$ cat src/rtl/mem_access.sv
// Load/store unit: carries one exec memory request at a time over a req/ack bus and returns aligned load data.
// Optional MEM_ACCESS_RDATA_BYPASS_EN returns ack data combinationally and skips the DONE state.
module mem_access #(
  parameter int TIMEOUT_CYCLES = 64,
  parameter int ADDR_W         = 32
) (
  input  logic              clk,
  input  logic              rst,
  input  logic              mem_read_en_in,
  input  logic              mem_write_en_in,
  input  logic [ADDR_W-1:0] mem_addr_in,
  input  logic [31:0]       mem_wdata_in,
  input  logic [3:0]        mem_byte_num_in,
  output logic              mem_valid_out,
  output logic [31:0]       mem_rdata_out,
  output logic              mem_err_out,
  output logic              stall_out,
  output logic              bus_req_out,
  output logic              bus_we_out,
  output logic [ADDR_W-1:0] bus_addr_out,
  output logic [31:0]       bus_wdata_out,
  output logic [3:0]        bus_be_out,
  input  logic              bus_ack_in,
  input  logic [31:0]       bus_rdata_in
);

  localparam int CNT_W = (TIMEOUT_CYCLES > 1) ? $clog2(TIMEOUT_CYCLES) : 1;
  localparam logic [CNT_W-1:0] CNT_LAST = (TIMEOUT_CYCLES > 0) ? CNT_W'(TIMEOUT_CYCLES - 1) : '0;
  localparam bit TO_EN = (TIMEOUT_CYCLES != 0);

  typedef enum logic [1:0] {IDLE, BUSY, DONE, ERR} state_t;

  state_t             state, state_nxt;
  logic [CNT_W-1:0]   cnt;
  logic [ADDR_W-1:0]  addr_p1;
  logic [31:0]        wdata_p1;
  logic [3:0]         mask_p1;
  logic               we_p1;
  logic [31:0]        rdata_p2;
  logic               accept;
  logic               ack_busy;
  logic               timeout_hit;
  logic [31:0]        ack_data;

  function automatic logic [31:0] align_rdata(input logic [31:0] d, input logic [1:0] ofs);
    return d >> {ofs, 3'b000};
  endfunction

  function automatic logic [31:0] align_wdata(input logic [31:0] d, input logic [1:0] ofs);
    return d << {ofs, 3'b000};
  endfunction

  function automatic logic [3:0] align_be(input logic [3:0] m, input logic [1:0] ofs);
    return m << ofs;
  endfunction

  assign accept      = (state == IDLE) && (mem_read_en_in || mem_write_en_in);
  assign ack_busy    = (state == BUSY) && bus_ack_in;
  assign timeout_hit = TO_EN && (state == BUSY) && !bus_ack_in && (cnt == CNT_LAST);
  // Stores complete with zero read data.
  assign ack_data    = we_p1 ? 32'h0 : align_rdata(bus_rdata_in, addr_p1[1:0]);

  always_comb begin
    state_nxt = state;
    case (state)
      IDLE: if (accept) state_nxt = BUSY;
      BUSY: begin
        if (bus_ack_in) begin
`ifdef MEM_ACCESS_RDATA_BYPASS_EN
          state_nxt = IDLE;
`else
          state_nxt = DONE;
`endif
        end else if (timeout_hit) begin
          state_nxt = ERR;
        end
      end
      DONE:    state_nxt = IDLE;
      ERR:     state_nxt = IDLE;
      default: state_nxt = IDLE;
    endcase
  end

  always_comb begin
    bus_req_out   = (state == BUSY);
    bus_we_out    = 1'b0;
    bus_addr_out  = '0;
    bus_wdata_out = '0;
    bus_be_out    = '0;
    if (state == BUSY) begin
      bus_we_out    = we_p1;
      bus_addr_out  = {addr_p1[ADDR_W-1:2], 2'b00};
      bus_wdata_out = align_wdata(wdata_p1, addr_p1[1:0]);
      bus_be_out    = we_p1 ? align_be(mask_p1, addr_p1[1:0]) : 4'b1111;
    end
    mem_valid_out = (state == DONE) || (state == ERR);
    mem_err_out   = (state == ERR);
    mem_rdata_out = rdata_p2;
    stall_out     = accept || (state == BUSY);
`ifdef MEM_ACCESS_RDATA_BYPASS_EN
    if (ack_busy) begin
      mem_valid_out = 1'b1;
      mem_rdata_out = ack_data;
      stall_out     = 1'b0;
    end
`endif
  end

  // Stage p0 -> p1: control state, timeout counter, returned data
  always_ff @(posedge clk) begin
    if (rst) begin
      state    <= IDLE;
      cnt      <= '0;
      rdata_p2 <= '0;
    end else begin
      state <= state_nxt;
      if (accept) begin
        cnt <= '0;
      end else if (state == BUSY) begin
        cnt <= cnt + CNT_W'(1);
      end
      if (ack_busy) begin
        rdata_p2 <= ack_data;
      end else if (timeout_hit) begin
        rdata_p2 <= '0;
      end
    end
  end

  // Stage p0 -> p1: request capture
  always_ff @(posedge clk) begin
    if (accept) begin
      addr_p1  <= mem_addr_in;
      wdata_p1 <= mem_wdata_in;
      mask_p1  <= mem_byte_num_in;
      we_p1    <= mem_write_en_in;
    end
  end

endmodule

$ cat config.mk
export PLATFORM = sky130hd
export DESIGN_NAME = mem_access
export DESIGN_NICKNAME = d
export VERILOG_FILES = /design/src/rtl/mem_access.sv
export SDC_FILE = /design/constraint.sdc
export NUM_CORES = 1
export LEC_CHECK = 0
export CORE_MARGIN = 2
export CORE_UTILIZATION = 39
export CTS_BUF_LIST = sky130_fd_sc_hd__clkbuf_4 sky130_fd_sc_hd__clkbuf_8
export DETAILED_ROUTE_END_ITERATION = 10
export GPL_ROUTABILITY_DRIVEN = 0
export PLACE_DENSITY = 0.78
export SETUP_SLACK_MARGIN = 0.05
export SLEW_MARGIN = 5
export SYNTH_ARGS = -nofsm -noshare
export SYNTH_HDL_FRONTEND = slang
export SYNTH_SLANG_ARGS = --single-unit
export TNS_END_PERCENT = 10
$ cat constraint.sdc
create_clock -name clk -period 4 [get_ports clk]
set_input_delay 0.8 -clock clk [delete_from_list [all_inputs] [get_ports clk]]
set_output_delay 0.8 -clock clk [all_outputs]
set_load 0.01 [all_outputs]
* After elaboration in Yosys (flattened, before gate mapping)
Cells that the tools add are included.
** Storage, ports and cells
- Bits in registers :: 109
- Output and inout port bits :: 105
- Logic and storage cells :: 42
- Input bits :: 105
** Cells by class
- Shifts and indexed selects :: 3
- $add $sub $neg :: 1
- Reduce and logical (&&, ||, !) cells :: 13
- Muxes and demuxes :: 12
- Eq/ne operators :: 6
** Operators by type and width (count)
- $mux W32 :: 5
- $shl A32 B5 Y32 :: 1
- $shr A32 B5 Y32 :: 1
- $mux W4 :: 2
- $add A6 B1 Y6 const B :: 1
- $eq A6 B6 Y1 const B :: 1
- $mux W2 :: 3
- $pmux W2 S3 :: 1
- $eq A2 B2 Y1 const B :: 2
- $logic_and A1 B1 Y1 :: 4
- $reduce_or A2 Y1 :: 2
- $shl A4 B2 Y4 :: 1
- $logic_or A1 B1 Y1 :: 3
- $ne A3 B1 Y1 const B :: 1
- $eq A2 B1 Y1 const B :: 1
- $logic_not A2 Y1 :: 1
- $ne A2 B2 Y1 const B :: 1
- $reduce_and A2 Y1 :: 1
- $reduce_bool A2 Y1 :: 1
- $logic_not A1 Y1 :: 1
- $mux W1 :: 1

* Depth between registers and ports, before layout
- Depth after elaboration :: 6
- Mapped depth :: 6
- Mapped depth without buffers :: 4

* Worst setup path before layout
Ideal clock, no wire load.
- Path type :: input to register
- From :: input mem_write_en_in
- To :: register addr_p1[0], enable pin
- Buffers on the path :: 0
- Library setup time :: 0.496 ns
- Path slack :: -0.233 ns
- Required time :: 3.504 ns
- Cell stages on the path :: 2
- Arrival :: 3.737 ns
- Cells stage by stage :: nor2_1 > nor2_1
** On the way
- Longest elaborated chain between the ends :: 2
** RTL lines
- start, declared :: RTL line 10 : input logic mem_write_en_in,
- $logic_or A1 B1 Y1 :: RTL line 57 : assign accept = (state == IDLE) && (mem_read_en_in || mem_write_en_in);
- $logic_and A1 B1 Y1 :: RTL line 57
- named net accept :: RTL line 40 : logic accept;
- end signal, assigned :: RTL line 133 : addr_p1 <= mem_addr_in;
- end, declared :: RTL line 35 : logic [ADDR_W-1:0] addr_p1;
The timed path passes the listed nets, and every way through them passes these cells.
A chain may end at the register's enable or synchronous reset.

* Worst setup path after layout
- From :: register state[0]
- To :: output bus_wdata_out[3]
** On the way
- Longest elaborated chain between the ends :: 2
** RTL lines
- start, declared :: RTL line 33 : state_t state, state_nxt;
- start signal, assigned :: RTL line 116 : state <= state_nxt;
- $eq A2 B1 Y1 :: RTL line 90 : if (state == BUSY) begin
- $mux W32 :: RTL line 90
- end, declared :: RTL line 21 : output logic [31:0] bus_wdata_out,
Every way passes these cells.

==> results.md <==
Timing:
- At the pin with the least slew margin, the transition time is a little over 0.8 ns.
- Setup violations remaining at the end of the flow were counted as 0.
- The max-slew violation total from the final report is 0.
- The post-layout minimum cycle time is between 3 and 4 ns.
- Clock skew on the completed layout was measured at about 0.013 ns.
- The hold violation count in the final report came to 0.
- The post-route clock period utilization is between 80% and 90%.
- Setup repair after global routing left no endpoint under its margin.
- The worst slew slack as a fraction of its limit is 44.00%.
- The highest clock rate is between 200 and 300 MHz.
- After routing, the total negative slack on setup checks comes to 0 ns.

Synthesis:
- The Yosys warning count is 0.
- Counting flops with an async set or reset pin after synthesis yields a share of 0%.
- The mean cell area of the mapped netlist is between 10 and 15 µm².
- The number of flops mapped to enable cells by yosys is just under 70.
- The leading register cell type out of synthesis is sky130_fd_sc_hd__edfxtp_1.
- Ranked by total cell area, the synthesized netlist is headed by sky130_fd_sc_hd__edfxtp_1 43%, sky130_fd_sc_hd__dfxtp_1 17%, sky130_fd_sc_hd__mux2i_1 6.7%.
- The number of synthesized register bits is approximately 110.
- The synthesized design devotes to its leading area cell type between 40% and 50% of total area.
- Yosys instantiated no cell more often than sky130_fd_sc_hd__edfxtp_1.
- After synthesis, the netlist uses 45 different library cells.
- The area of the mapped netlist is a little under 5000 µm².
- The register area share after synthesis is roughly three fifths.
- In the synthesized netlist, the number of instances is 389.
- The biggest area contributor in the post-synthesis netlist is sky130_fd_sc_hd__edfxtp_1.
- Counting instances in the post-synthesis netlist gives the leading cell types as 69 x sky130_fd_sc_hd__edfxtp_1, 41 x sky130_fd_sc_hd__and2_1, 40 x sky130_fd_sc_hd__dfxtp_1.

Cells and area:
- The fraction of final layout cells sized beyond drive strength 1 is 7.107%.
- The count of antenna diodes in the layout is 0.
- Compared with the post-synthesis result, the final layout area differs by 49.83%.
- The total non-filler cell area in the finished layout is 7197 µm².
- The number of inserted filler cells in the final layout is 981.
- The number of nets in the finished design is approximately 690.

Global routing:
- The largest net degree at the start of global routing is 37.
- The number of antenna violations at the first check in global routing came to 0.
- The first-pass GRT wire length is roughly 21 mm.
- The overall overflow remaining after global route is 0.
- The via count of the first global-routing pass is between 4000 and 5000.
- Global routing used roughly a fifth of the available tracks across all layers.

Floorplanning:
- Measured along the x axis, the die boundary spans 115.0 µm.
- The row count is 40.
- The effective utilization at floorplan is between 30% and 40%.
- The die covers 13220 µm².
- Pin placement for this block handled between 200 and 250 I/O pins.
- The region available for standard cell placement spans about 12000 µm².
- The die is roughly 110 µm tall.

Clock network:
- CTS built an H-tree with a depth of 3.
- The number of clock sinks is about 110.
- The clock tree from TritonCTS is yes.
- For this design, the CTS-stage hold fixing added 0 buffers.
- The tree is rooted in a sky130_fd_sc_hd__clkbuf_8.
- The number of gates resized after CTS was 0.
- Clock-pin slew was measured on the worst setup and hold paths at roughly 0.1 ns.
- The clock latency on the worst-skew pair is a little under 0.4 ns.
- Buffers inserted during clock tree synthesis total 9.
- Counting along the longest clock path gives a buffer depth of 2.
- In this run the post-CTS setup repair buffer count came out at 0.

Status:
- The run finished with clean final reports.

Detailed routing:
- Dividing the detail-routed via count by the number of cells gives between 5 and 6.
- The wire length reported by the detailed router is 13.61 mm.
- Dividing the detail-routed wire length by the instance count gives 18.43 µm.
- The remaining antenna violation count is 0.
- Across all layers, the routed design uses 3847 vias.
- The number of DRC markers after the initial detailed-route iteration is around 270.
- The first TritonRoute pass finished after 4 iterations.
- The final routed DRC violation total is 0.

Worst hold path:
- The worst hold path belongs to the class flip-flop to flip-flop.

Critical path:
- Walking the worst path, the cells encountered are or3b_1, nor2_1, and2_1, clkdlybuf4s50_1.
- The gate family responsible for the most delay along the worst path is simple AND/OR/NAND/NOR gates.
- For this run, the slowest stage of the critical path takes 0.57 ns.
- The endpoint class of the critical path is a primary output.
- The slowest cell on the critical path is sky130_fd_sc_hd__or3b_1.
- STA classifies the critical path startpoint as a flip-flop.
- The number of buffers and inverters on the critical path is 1.
- The register-to-register setup slack is ~1.8 ns.
- The type of the worst setup path is flip-flop to primary output.
- Along the worst path, the maximum fanout reaches 9.
- Data on the critical path is required at its endpoint by around 3.2 ns.
- Data on the critical path arrives at its endpoint at 2.77 ns.

Job:
- The max-cap violation count is 0.

Placed design:
- The placed instance area is 6979 µm².
- The placed wire-length estimate after detailed placement is roughly 10 mm.
- The number of I/O port buffers is 207.

Power and ir drop:
- The peak supply drop is ~0.24 mV.
- The leakage power total is about 2.6 nW.
- The cell area power density is ~360 nW/µm².
==> cell type report <==
cell class                 instances  area [µm²]  area share, %
clock buffer                      10       131.4          1.825
clock inverter                     6       86.33          1.200
inverter                           3       13.76         0.1912
multi-input combinational        247        1769          24.58
sequential                       109        2873          39.92
tap                              147       183.9          2.556
timing repair buffer             216        2140          29.73
==> kinds of logic after synthesis <==
logic type / share of synthesized area, %
and+or+nand+nor: 13.08
DFF: 59.81
muxes: 9.482
xor gates and xnor gates: 0.3647
other: 0.07807
adders and majority gates: 0.2604
AOI/OAI and AO/OA: 13.21
buffers and inverters: 3.725
==> routing by layer <==
metal	global-route usage [%]	share of wire, %	vias to the layer above
met4	9.639	2.2	0
met2	35.53	51	175
met1	23.92	37	1820
met3	6.642	9.5	25
li1	-	-	1827
met5	0	0	-
==> path summary, 6_finish.rpt <==
kind	endpoint	cells past startpoint	from
max reg2reg	mem_rdata_out[17]	4	addr_p1[1]
max	bus_wdata_out[3]	4	state[0]
min	mem_rdata_out[0]	1	mem_rdata_out[0]
min reg2reg	mem_rdata_out[0]	1	mem_rdata_out[0]
==> through the flow <==
stage | setup slack (ns) | total power, mW | utilization, % | std cells | hold WS [ns]
3_5_place_dp | 0.8700 | 1.870 | 58.10 | 722 | 0.4622
4_1_cts | 0.4104 | 2.604 | 59.92 | 738 | 0.4867
2_1_floorplan | 0.9095 | 1.581 | - | 390 | 0.4474
5_1_grt | 0.3012 | 2.695 | 59.92 | 738 | 0.4979
6_report | 0.4307 | 2.582 | 59.92 | 738 | 0.4832
3_3_place_gp | 0.9421 | 1.856 | 58.10 | 722 | 0.4464
==> where the power goes <==
part           internal (mW)  total [mW]  leakage, nW  switching, mW
sequential              1.28        1.32        0.996         0.0347
clock                  0.359       0.740        0.102          0.381
combinational          0.283       0.524         1.50          0.241
total                   1.92        2.58         2.60          0.657
==> cell usage in the layout, fill, tap and decap left out, types with 9 or more instances in the layout <==
cell type / count
sky130_fd_sc_hd__a22o_1: 14
sky130_fd_sc_hd__a21oi_1: 15
sky130_fd_sc_hd__and2_1: 41
sky130_fd_sc_hd__dfxtp_1: 40
sky130_fd_sc_hd__edfxtp_1: 69
sky130_fd_sc_hd__mux2i_1: 32
sky130_fd_sc_hd__nor2_1: 12
sky130_fd_sc_hd__mux2_2: 10
sky130_fd_sc_hd__o2bb2ai_1: 16
sky130_fd_sc_hd__nand2_1: 39
sky130_fd_sc_hd__clkdlybuf4s50_1: 207
sky130_fd_sc_hd__nor2b_1: 10
sky130_fd_sc_hd__a32o_1: 9
sky130_fd_sc_hd__buf_4: 9
sky130_fd_sc_hd__a211oi_1: 16
sky130_fd_sc_hd__clkbuf_8: 9
==> sequential cells by signal, summed over array words and instances, names as in the netlist <==
register       count
cnt                6
wdata_p1          32
addr_p1           32
we_p1              1
state              2
mask_p1            4
mem_rdata_out     32
No activity file was read; power rests on OpenSTA's default activity.
